<file path="config.mk">
export PLATFORM = sky130hd
export DESIGN_NAME = input_encoder_flat
export DESIGN_NICKNAME = d
export VERILOG_FILES = /design/src/rtl/input_encoder_if.sv /design/src/rtl/input_encoder.sv /design/src/flat_wrapper.sv
export SDC_FILE = /design/constraint.sdc
export NUM_CORES = 1
export LEC_CHECK = 0
export ABC_AREA = 1
export CAP_MARGIN = 20
export CORE_MARGIN = 5
export CORE_UTILIZATION = 33
export CTS_CLUSTER_SIZE = 10
export DETAILED_ROUTE_END_ITERATION = 8
export PLACE_DENSITY_LB_ADDON = 0.1
export SLEW_MARGIN = 20
export SYNTH_ARGS = -nofsm -noshare
export SYNTH_HDL_FRONTEND = slang
export SYNTH_SLANG_ARGS = --single-unit
</file>
<file path="constraint.sdc">
create_clock -name clk -period 1.6 [get_ports clk]
set_input_delay 0.32 -clock clk [delete_from_list [all_inputs] [get_ports clk]]
set_output_delay 0.32 -clock clk [all_outputs]
set_load 0.01 [all_outputs]
</file>
<file path="src/rtl/input_encoder_if.sv">
// Command bus between the input encoder and the game loop: raw keys and pause
// switch in, debounced levels and one-cycle move commands out.
interface input_encoder_if;
  logic [1:0] button_raw;   // active-low keys: bit0 = down, bit1 = up
  logic       switch_raw;   // pause slide switch, active-high
  logic       move_valid;   // one-cycle command strobe
  logic [1:0] move_cmd;     // 01 down, 10 up, 11 fire
  logic       pause;        // debounced pause level
  logic [1:0] held;         // debounced pressed state, active-high

  // Encoder side
  modport master (
    input  button_raw,
    input  switch_raw,
    output move_valid,
    output move_cmd,
    output pause,
    output held
  );

  // Stimulus / consumer side
  modport slave (
    output button_raw,
    output switch_raw,
    input  move_valid,
    input  move_cmd,
    input  pause,
    input  held
  );
endinterface

</file>
<file path="src/rtl/input_encoder.sv">
// Input encoder: synchronizes and debounces two push keys and a pause switch,
// then turns key activity into move commands (single press, auto-repeat and a
// two-key "fire" chord). Commands are suppressed while paused and until every
// key has been released after a pause.
module input_encoder #(
  parameter int DEBOUNCE_CYCLES = 500000,
  parameter int REPEAT_DELAY    = 25000000,
  parameter int REPEAT_RATE     = 10000000
) (
  input  logic            clk,
  input  logic            rst_n,
  input_encoder_if.master bus
);

  // One counter width serves debounce and repeat timing; it covers the
  // largest terminal count so no counter can wrap.
  localparam int MAX_AB  = (DEBOUNCE_CYCLES > REPEAT_DELAY) ? DEBOUNCE_CYCLES : REPEAT_DELAY;
  localparam int MAX_ALL = (MAX_AB > REPEAT_RATE) ? MAX_AB : REPEAT_RATE;
  localparam int CNT_W   = $clog2(MAX_ALL + 1);

  // Terminal values: the event fires on the edge where the count would reach
  // the parameter, so compare against parameter-1.
  localparam logic [CNT_W-1:0] DB_LAST = CNT_W'(DEBOUNCE_CYCLES - 1);
  localparam logic [CNT_W-1:0] RD_LAST = CNT_W'(REPEAT_DELAY - 1);
  localparam logic [CNT_W-1:0] RR_LAST = CNT_W'(REPEAT_RATE - 1);
  localparam logic [CNT_W-1:0] CNT_ONE = CNT_W'(1);

  // Idle ("released") level per channel: keys are active-low, switch active-high.
  // Channel order: 0 = down key, 1 = up key, 2 = pause switch.
  localparam logic [2:0] REST_LEVEL = 3'b011;

  // Command FSM states
  localparam logic [2:0] ST_IDLE     = 3'd0;
  localparam logic [2:0] ST_HOLD     = 3'd1;
  localparam logic [2:0] ST_REPEAT   = 3'd2;
  localparam logic [2:0] ST_CHORD    = 3'd3;
  localparam logic [2:0] ST_WAIT_REL = 3'd4;

  localparam logic [1:0] CMD_FIRE = 2'b11;

  logic [2:0] raw_in;
  logic [2:0] stable_lvl;
  logic [1:0] held;
  logic       pause;

  assign raw_in = {bus.switch_raw, bus.button_raw};

  // ---------------------------------------------------------------------------
  // Per-channel two-flop synchronizer followed by a debounce counter. The
  // counter runs while the synchronized level disagrees with the accepted
  // level and restarts on any agreement, so only an uninterrupted run of
  // DEBOUNCE_CYCLES disagreeing samples flips the accepted level.
  // ---------------------------------------------------------------------------
  for (genvar gi = 0; gi < 3; gi++) begin : g_chan
    logic             sync1_q;
    logic             sync2_q;
    logic             stable_q;
    logic             stable_d;
    logic [CNT_W-1:0] db_cnt_q;
    logic [CNT_W-1:0] db_cnt_d;

    // Debounce next-state: count disagreement, accept on the terminal edge
    always_comb begin
      db_cnt_d = '0;
      stable_d = stable_q;
      if (sync2_q != stable_q) begin
        if (db_cnt_q == DB_LAST) begin
          stable_d = sync2_q;
        end else begin
          db_cnt_d = db_cnt_q + CNT_ONE;
        end
      end
    end

    // Synchronizer and debounce registers; reset to the released level
    always_ff @(posedge clk or negedge rst_n) begin
      if (!rst_n) begin
        sync1_q  <= REST_LEVEL[gi];
        sync2_q  <= REST_LEVEL[gi];
        stable_q <= REST_LEVEL[gi];
        db_cnt_q <= '0;
      end else begin
        sync1_q  <= raw_in[gi];
        sync2_q  <= sync1_q;
        stable_q <= stable_d;
        db_cnt_q <= db_cnt_d;
      end
    end

    assign stable_lvl[gi] = stable_q;
  end

  assign held  = ~stable_lvl[1:0];
  assign pause = stable_lvl[2];

  // ---------------------------------------------------------------------------
  // Command FSM
  // ---------------------------------------------------------------------------
  logic [2:0]       state_q;
  logic [2:0]       state_d;
  logic             key_q;          // key owning HOLD/REPEAT: 0 = down, 1 = up
  logic             key_d;
  logic [CNT_W-1:0] rep_cnt_q;
  logic [CNT_W-1:0] rep_cnt_d;
  logic             move_valid_q;
  logic             move_valid_d;
  logic [1:0]       move_cmd_q;
  logic [1:0]       move_cmd_d;
  logic [1:0]       key_code;

  assign key_code = key_q ? 2'b10 : 2'b01;

  // FSM next-state and command generation
  always_comb begin
    state_d      = state_q;
    key_d        = key_q;
    rep_cnt_d    = rep_cnt_q;
    move_valid_d = 1'b0;
    move_cmd_d   = move_cmd_q;

    if (pause) begin
      // Pause overrides everything, including a pulse due this cycle.
      state_d   = ST_WAIT_REL;
      rep_cnt_d = '0;
    end else begin
      case (state_q)
        ST_IDLE: begin
          // held is 00 on entry to IDLE, so any set bit is a fresh press.
          if (held == 2'b11) begin
            move_valid_d = 1'b1;
            move_cmd_d   = CMD_FIRE;
            state_d      = ST_CHORD;
          end else if (held != 2'b00) begin
            move_valid_d = 1'b1;
            move_cmd_d   = held;
            key_d        = held[1];
            rep_cnt_d    = '0;
            state_d      = ST_HOLD;
          end
        end

        ST_HOLD, ST_REPEAT: begin
          if (held == 2'b11) begin
            move_valid_d = 1'b1;
            move_cmd_d   = CMD_FIRE;
            state_d      = ST_CHORD;
          end else if (!held[key_q]) begin
            state_d = ST_IDLE;
          end else if (rep_cnt_q == ((state_q == ST_HOLD) ? RD_LAST : RR_LAST)) begin
            move_valid_d = 1'b1;
            move_cmd_d   = key_code;
            rep_cnt_d    = '0;
            state_d      = ST_REPEAT;
          end else begin
            rep_cnt_d = rep_cnt_q + CNT_ONE;
          end
        end

        ST_CHORD, ST_WAIT_REL: begin
          // Silent until every key is up; pause is already known to be 0 here.
          if (held == 2'b00) begin
            state_d = ST_IDLE;
          end
        end

        default: begin
          state_d = ST_IDLE;
        end
      endcase

      // The strobe may never be high on two consecutive cycles: a command that
      // lands right after another is postponed by freezing the FSM for a cycle,
      // so it is re-evaluated (and normally issued) on the next edge.
      if (move_valid_d && move_valid_q) begin
        state_d      = state_q;
        key_d        = key_q;
        rep_cnt_d    = rep_cnt_q;
        move_valid_d = 1'b0;
        move_cmd_d   = move_cmd_q;
      end
    end
  end

  // FSM and registered command outputs
  always_ff @(posedge clk or negedge rst_n) begin
    if (!rst_n) begin
      state_q      <= ST_IDLE;
      key_q        <= 1'b0;
      rep_cnt_q    <= '0;
      move_valid_q <= 1'b0;
      move_cmd_q   <= 2'b00;
    end else begin
      state_q      <= state_d;
      key_q        <= key_d;
      rep_cnt_q    <= rep_cnt_d;
      move_valid_q <= move_valid_d;
      move_cmd_q   <= move_cmd_d;
    end
  end

  assign bus.move_valid = move_valid_q;
  assign bus.move_cmd   = move_cmd_q;
  assign bus.pause      = pause;
  assign bus.held       = held;

endmodule

</file>
<file path="src/flat_wrapper.sv">
// flat-port wrapper written by rule: the top's interface ports become plain ports
module input_encoder_flat 
#(
  parameter int DEBOUNCE_CYCLES = 500000,
  parameter int REPEAT_DELAY    = 25000000,
  parameter int REPEAT_RATE     = 10000000
)
  (clk, rst_n, bus_button_raw, bus_switch_raw, bus_move_valid, bus_move_cmd, bus_pause, bus_held);
  input_encoder_if bus_i ();
  input  logic clk;
  input  logic rst_n;
  input wire logic [$bits(bus_i.button_raw)-1:0] bus_button_raw;
  input wire logic [$bits(bus_i.switch_raw)-1:0] bus_switch_raw;
  output wire logic [$bits(bus_i.move_valid)-1:0] bus_move_valid;
  output wire logic [$bits(bus_i.move_cmd)-1:0] bus_move_cmd;
  output wire logic [$bits(bus_i.pause)-1:0] bus_pause;
  output wire logic [$bits(bus_i.held)-1:0] bus_held;
  assign bus_i.button_raw = bus_button_raw;
  assign bus_i.switch_raw = bus_switch_raw;
  assign bus_move_valid = bus_i.move_valid;
  assign bus_move_cmd = bus_i.move_cmd;
  assign bus_pause = bus_i.pause;
  assign bus_held = bus_i.held;
  input_encoder #(.DEBOUNCE_CYCLES(DEBOUNCE_CYCLES), .REPEAT_DELAY(REPEAT_DELAY), .REPEAT_RATE(REPEAT_RATE)) u_core (.clk(clk), .rst_n(rst_n), .bus(bus_i));
endmodule
</file>
==> results.sh, run 1 <==
export IMPL_status="complete, but fails checks"
export IMPL_violations="setup timing"
export IMPL_routed_wl_mm=19.4
export IMPL_die_h_um=151
export IMPL_place_congestion=0.864
export IMPL_synthFlopType="dfrtp_1"
export IMPL_clkLatencyLatePin_ns=0.41
export IMPL_port_buffers=10
export IMPL_power_density_nw_per_um2=665
export IMPL_drt_drc_violations_left=0
export IMPL_synthTopCellsByCount="172 x nand2_1, 132 x nor2_1, 115 x inv_1"
export IMPL_synth_top_family_by_area="simple AND/OR/NAND/NOR gates"
export IMPL_r2r_start="u_core.rep_cnt_q[0]"
export IMPL_yosysWarnings=0
export IMPL_finalCriticalPeriod_ns=1.74
export IMPL_cpMaxStageDelayCell="dfrtp_1"
export IMPL_ys_ff_latch=116
export IMPL_initial_utilization_pct=33.6
export IMPL_grt_pass1_wl_mm=32.0
export IMPL_rows=51
export IMPL_dr_total_vias=6632
export IMPL_grt_setup_unrepaired="yes"
export IMPL_syn_area_sq_um=6560
export IMPL_synth_area_leaders="dfrtp_1 42%, nand2_1 9.8%, nor2_1 7.5%, inv_1 6.6%, nand3_1 6.2%"
export IMPL_dieArea_sq_um=22800
export IMPL_track_usage_pct=17.6
export IMPL_coreArea_sq_um=19500
export IMPL_synth_xor_area_share_pct=3.74
export IMPL_dpl_instance_area_sq_um=8510
export IMPL_fin_nets=1127
export IMPL_maxSlewViolCount=0
export IMPL_syn_area_per_cell_sq_um=7.50
export IMPL_cp_start_kind="flip-flop"
export IMPL_crit_chain="ha_2 > nand2_2 > nor2_4 > inv_2 > nor2_4 > nand4_1 > nand2_2 > nand2_4 > nand2_4 > buf_12 > nand3_1 > nand2_1"
export IMPL_avgRoutedWirePerCell_um=13.9
export IMPL_cap_violations=0
export IMPL_syn_inst=875
export IMPL_min_from="bus_button_raw[0]"
export IMPL_synth_seq_area_share_pct=44.3
export IMPL_drt_iter0_drc=433
export IMPL_dr_pass1_iters=5
export IMPL_synth_most_common_cell="nand2_1"
export IMPL_finalCritPeriodShare_pct=109
export IMPL_synth_compound_area_share_pct=7.19
export IMPL_htreeDepth=4
export IMPL_fp_dieW_um=151
export IMPL_critPathKind="flip-flop to flip-flop"
export IMPL_r2r_slack_ns=-0.14
export IMPL_crit_arrival_ns=2.08
export IMPL_reg2regPathDepth=12
export IMPL_p_leak_nw=4.68
export IMPL_area_growth_pct=56.0
export IMPL_detail_route_vias_per_cell=4.76
export IMPL_synth_area_leader_cell="dfrtp_1"
export IMPL_grt_max_degree=45
export IMPL_postLayoutSetupSlackWorst_ns=-0.138
export IMPL_synth_edff_count=0
export IMPL_ir_drop_mv=0.704
export IMPL_synth_top_area_share_pct=41.9
export IMPL_max_freq_mhz=575
export IMPL_critPathRequiredTime_ns=1.95
export IMPL_postRouteAntennaNets=0
export IMPL_grt_pass1_vias=6649
export IMPL_synthAdderAreaFrac_pct=0.762
export IMPL_reg2reg_to="u_core.rep_cnt_q[21]"
export IMPL_fillers=1912
export IMPL_crit_buf_inv=2
export IMPL_fin_skew_ns=0.0109
export IMPL_finalHoldViolCount=0
export IMPL_yosys_area_share_simple_pct=35.9
export IMPL_path_clk_slew_ns=0.05
export IMPL_setup_tns_ns=-5.17
export IMPL_setup_viol=66
export IMPL_max_stage_delay_ns=0.38
export IMPL_synthArstFlopShare_pct=100
export IMPL_worstMarginPinSlew_ns=0.547
export IMPL_fin_cells=1394
export IMPL_crit_family="simple AND/OR/NAND/NOR gates"
export IMPL_cts_tree="built"
export IMPL_whs_ns=0.314
export IMPL_grt_overflow_total=0
export IMPL_synth_cell_types=48
export IMPL_antenna_found_initial=0
export IMPL_cts_root_buf="clkbuf_16"
export IMPL_final_layout_size_suffix_gt1_share_pct=40.2
export IMPL_multi_input_area_sq_um=4040
export IMPL_cp_end_kind="flip-flop"
export IMPL_cts_buffer_depth=2
export IMPL_antenna_cells=0
export IMPL_worst_hold_path_endpoint="u_core.g_chan[0].sync1_q"
export IMPL_io_pins=11
export IMPL_final_area_sq_um=10200
export IMPL_hpwl_mm=13.7
export IMPL_min_path_cells=1
export IMPL_numCtsBuffers=17
export IMPL_relSlewSlack_pct=63.3
export IMPL_numClockSinks=116
export IMPL_hold_path_class="input port to flip-flop"
export IMPL_utilization_pct=52.5
export IMPL_cp_max_fo=14
export IMPL_synth_fp_nets=884
export IMPL_dp_cells=1335
export IMPL_regArea_sq_um=2920
export IMPL_synth_mux_area_share_pct=0.172
-- stage by stage --
stage / setup WS [ns] / power, mW
floorplan: 0.00156 / 3.09
global placement: -0.229 / 3.23
detailed placement: -0.257 / 3.23
CTS: -0.174 / 6.87
global route: -0.267 / 7.09
finish: -0.138 / 6.81
-- metal layers --
metal	up-vias	GRT usage [%]	part of all wire [%]
met5	-	0	0
met4	0	4.03	0.81
met3	13	3.62	3.0
met2	92	29.9	50
met1	3156	23.0	47
li1	3371	-	-
-- cells in the final DEF (no fill, tap or decap), types with 20 or more instances in the layout --
master	Yosys	final
nand2_1	172	145
nor3_1	47	20
nor3_2	0	20
nor2_4	1	22
inv_1	115	106
a21oi_1	25	21
nand4_1	35	35
dfrtp_1	110	105
buf_6	2	22
nand3_1	81	62
nor2_1	132	98
buf_4	1	199
-- cell type report --
class / instances / area share (%)
Multi-Input combinational cell: 628 / 39.4
Clock inverter: 3 / 0.183
Sequential cell: 116 / 28.5
Inverter: 119 / 4.51
Timing Repair Buffer: 236 / 19.0
Clock buffer: 27 / 5.20
Tap cell: 265 / 3.24
-- worst max-delay path by stage --
stage | start | to | slack (ns) | cells after the start
after floorplan | u_core.state_q[0] | u_core.rep_cnt_q[4] | 0.002 | 7
after global placement | u_core.g_chan[1].db_cnt_q[0] | u_core.g_chan[1].db_cnt_q[18] | -0.23 | 10
after global routing | u_core.rep_cnt_q[0] | u_core.rep_cnt_q[22] | -0.27 | 10
final | u_core.rep_cnt_q[0] | u_core.rep_cnt_q[21] | -0.14 | 12
after CTS | u_core.rep_cnt_q[0] | u_core.rep_cnt_q[22] | -0.17 | 10
after detailed placement | u_core.g_chan[1].db_cnt_q[0] | u_core.g_chan[1].db_cnt_q[18] | -0.26 | 10
-- sequential cells by signal, summed over array words and instances, names as in the netlist --
register	flops
u_core.g_chan.db_cnt_q	75
u_core.rep_cnt_q	25
u_core.g_chan.sync1_q	3
u_core.g_chan.sync2_q	3
u_core.state_q	3
u_core.bus.move_cmd	2
u_core.g_chan.stable_q	2
u_core.bus.move_valid	1
u_core.bus.pause	1
u_core.key_q	1
-- repair_timing --
item	4_1_cts	5_1_grt
cloned	2	0
pin swaps	36	53
resized for setup	128	135
hold endpoints to repair	14	0
setup endpoints to repair	94	96
buffers inserted	8	19
hold buffers	1	0
-- power by group --
| group | switching, mW | internal, mW |
|---|---|---|
| Combinational | 0.163 | 0.108 |
| Sequential | 0.0183 | 2.97 |
| Clock | 1.31 | 2.25 |
| Total | 1.49 | 5.32 |
-- kinds of logic after synthesis --
logic type / Yosys count
mux: 1
simple gates: 517
xor+xnor: 28
compound gates: 78
buf+inv: 131
flops: 116
fa+ha+maj: 4
Note: power is estimated with default switching activity, not from simulation.
==> inputs of run 2 (changes only) <==
Settings changed: ABC_AREA 1 to default, SLEW_MARGIN 20 to 25.
Clock period 1.6 ns to 1.5 ns, I/O delays scaled along.
==> run 2 against run 1 <==
Net effect:
- the run still ends with setup timing left
- first-iteration DRC count decreased by 63%
- highest routed layer unchanged
- cell count fell by 19%
- clock power increased by 33%
- synthesized cell count is 25% lower
- critical path depth decreased by 5
- combinational power is 25% higher
- non-clock buffer count increased by 1
- wire length is 11% lower
- worst setup slack got worse by 0.73 ns
- register-to-register slack got worse by 0.73 ns
==> results.sh, run 2 <==
export IMPL_grt_setup_unrepaired="yes"
export IMPL_grt_pass1_wl_mm=28.3
export IMPL_htreeDepth=4
export IMPL_antenna_cells=0
export IMPL_cpMaxStageDelayCell="or4b_4"
export IMPL_p_switching_mw=1.79
export IMPL_crit_chain="or4b_4 > or4_4 > o2bb2ai_4 > nor2_4 > buf_12 > and3_4 > a221o_1"
export IMPL_max_freq_mhz=423
export IMPL_postRouteAntennaNets=0
export IMPL_worst_hold_path_endpoint="u_core.g_chan[1].sync1_q"
export IMPL_r2r_slack_ns=-0.86
export IMPL_relSlewSlack_pct=64.5
export IMPL_numCtsBuffers=17
export IMPL_hold_path_class="input port to flip-flop"
export IMPL_synthFlopType="dfrtp_1"
export IMPL_largest_reg_flops=75
export IMPL_reg2regPathDepth=7
export IMPL_critPathRequiredTime_ns=1.80
export IMPL_p_leak_nw=4.24
export IMPL_track_usage_pct=16.2
export IMPL_synthTopCellsByCount="113 x nor2_1, 110 x dfrtp_1, 57 x nand2_1"
export IMPL_synth_area_leader_cell="dfrtp_1"
export IMPL_final_layout_size_suffix_gt1_share_pct=45.6
export IMPL_synth_edff_count=0
export IMPL_internal_power_mw=6.49
export IMPL_finalCriticalPeriod_ns=2.36
export IMPL_synth_area_leaders="dfrtp_1 45%, nor2_1 7.0%, xor2_1 6.8%, nand3_1 4.2%, xnor2_1 3.9%"
export IMPL_cts_root_buf="clkbuf_16"
export IMPL_dr_pass1_iters=7
export IMPL_maxSlewViolCount=0
export IMPL_initial_utilization_pct=33.7
export IMPL_comb_power_share_pct=4.1
export IMPL_area_growth_pct=60.4
export IMPL_min_from="bus_button_raw[1]"
export IMPL_coreArea_sq_um=18000
export IMPL_syn_area_sq_um=6070
export IMPL_final_cell_mix="200 x buf_4, 108 x dfrtp_1, 56 x nand2_1"
export IMPL_die_h_um=146
export IMPL_post_place_ws_ns=-0.984
export IMPL_yosysWarnings=0
export IMPL_routed_wl_mm=17.2
export IMPL_avgRoutedWirePerCell_um=15.2
export IMPL_reg2reg_to="u_core.rep_cnt_q[19]"
export IMPL_power_density_nw_per_um2=850
export IMPL_synth_top_area_share_pct=45.4
export IMPL_grt_max_degree=32
export IMPL_io_pins=11
export IMPL_postLayoutSetupSlackWorst_ns=-0.864
export IMPL_cp_max_fo=18
export IMPL_critPathKind="flip-flop to flip-flop"
export IMPL_fin_nets=900
export IMPL_detail_route_vias_per_cell=5.01
export IMPL_cts_tree="built"
export IMPL_r2r_start="u_core.rep_cnt_q[7]"
export IMPL_cp_end_kind="flip-flop"
export IMPL_finalHoldViolCount=0
export IMPL_crit_arrival_ns=2.66
export IMPL_grt_overflow_total=0
export IMPL_fillers=1646
export IMPL_syn_inst=657
export IMPL_synth_most_common_cell="nor2_1"
export IMPL_ys_ff_latch=116
export IMPL_numClockSinks=116
export IMPL_dr_total_vias=5673
export IMPL_worstMarginPinSlew_ns=0.529
export IMPL_port_buffers=10
export IMPL_drt_iter0_drc=159
export IMPL_dieArea_sq_um=21200
export IMPL_status="complete, but fails checks"
export IMPL_dp_cells=1067
export IMPL_drt_drc_violations_left=0
export IMPL_rows=49
export IMPL_clkPwrFrac_pct=57.4
export IMPL_antenna_found_initial=0
export IMPL_switching_share_pct=21.6
export IMPL_cp_start_kind="flip-flop"
export IMPL_fin_cells=1133
export IMPL_top_regs="u_core.g_chan.db_cnt_q (75), u_core.rep_cnt_q (25)"
export IMPL_violations="setup timing"
export IMPL_finalCritPeriodShare_pct=158
export IMPL_grt_pass1_vias=5778
export IMPL_setup_viol=109
export IMPL_cts_buffer_depth=2
export IMPL_cap_violations=0
export IMPL_place_congestion=0.871
export IMPL_ir_drop_mv=0.771
export IMPL_layout_commonest_cell="buf_4"
export IMPL_fp_dieW_um=146
export IMPL_synthArstFlopShare_pct=100
export IMPL_synth_cell_types=58
export IMPL_startpoint="u_core.rep_cnt_q[7]"
export IMPL_fin_total_pwr_mw=8.28
export IMPL_path_clk_slew_ns=0.06
export IMPL_min_path_cells=1
export IMPL_hpwl_mm=11.4
export IMPL_synth_fp_nets=666
export IMPL_synth_seq_area_share_pct=47.9
export IMPL_max_stage_delay_ns=0.55
export IMPL_fin_skew_ns=0.0128
export IMPL_pwr_share_seq_pct=38.5
export IMPL_clkLatencyLatePin_ns=0.42
export IMPL_syn_area_per_cell_sq_um=9.24
export IMPL_top_register="u_core.g_chan.db_cnt_q"
-- run 2: worst max path at each step --
stage	depth (start not counted)	slack, ns	to
floorplan	7	-0.83	u_core.state_q[1]
global placement	7	-0.96	u_core.state_q[0]
detailed placement	7	-0.98	u_core.state_q[0]
CTS	7	-0.86	u_core.rep_cnt_q[19]
global route	8	-0.95	u_core.rep_cnt_q[17]
finish	7	-0.86	u_core.rep_cnt_q[19]
-- run 2: metrics by stage --
step	area [sq um]	TNS, ns	utilization [%]	hold slack [ns]
2_1_floorplan	6280	-25.17	-	0.00441
3_3_place_gp	7990	-34.49	44.3	0.226
3_5_place_dp	7990	-36.23	44.3	0.233
4_1_cts	9190	-34.58	51.0	0.277
5_1_grt	9740	-46.10	54.0	0.271
6_report	9740	-35.29	54.0	0.294
-- run 2: layout make-up --
| type | instances | area (sq um) | area share (%) |
|---|---|---|---|
| Multi-Input combinational cell | 504 | 3780 | 38.8 |
| Tap cell | 229 | 287 | 2.94 |
| Inverter | 15 | 58.8 | 0.604 |
| Clock buffer | 18 | 439 | 4.51 |
| Clock inverter | 14 | 246 | 2.53 |
| Sequential cell | 116 | 2910 | 29.9 |
| Timing Repair Buffer | 237 | 2010 | 20.7 |
-- run 2: power groups by stage --
stage | clock (mW) | sequential (mW) | combinational, mW
6_report | 4.75 | 3.19 | 0.338
5_1_grt | 5.01 | 3.19 | 0.374
4_1_cts | 4.86 | 3.19 | 0.302
3_5_place_dp | 0 | 3.24 | 0.232
3_3_place_gp | 0 | 3.24 | 0.226
2_1_floorplan | 0 | 3.24 | 0.0946
-- run 2: kinds of logic after synthesis --
| kind of cell | synth area share (%) |
|---|---|
| flops | 47.9 |
| simple gates | 28.1 |
| mux | 1.71 |
| buf+inv | 2.78 |
| fa+ha+maj | 0.825 |
| compound gates | 7.94 |
| xor+xnor | 10.7 |
-- run 2: what timing repair did --
item | in CTS | in global routing
pin swaps | 24 | 57
setup endpoints to repair | 113 | 111
hold endpoints to repair | 15 | 0
buffers inserted | 18 | 12
hold buffers | 1 | 0
gates cloned | 7 | 2
gates resized for setup | 88 | 133
-- run 2: worst max-delay path: cells and delay by family (launching register included) --
kind	cells	cell delay (ns)
and+or+nand+nor	4	1.21
buffers and inverters	1	0.15
DFF	1	0.38
AOI/OAI and AO/OA	2	0.49
-- run 2: metal layers --
layer  part of all wire, %  track usage (%)  vias up
met3                   2.7             4.08       27
met5                     0                0        -
met1                    45             20.9     2773
li1                      -                -     2788
met4                   1.5             4.99        0
met2                    50             26.8       85
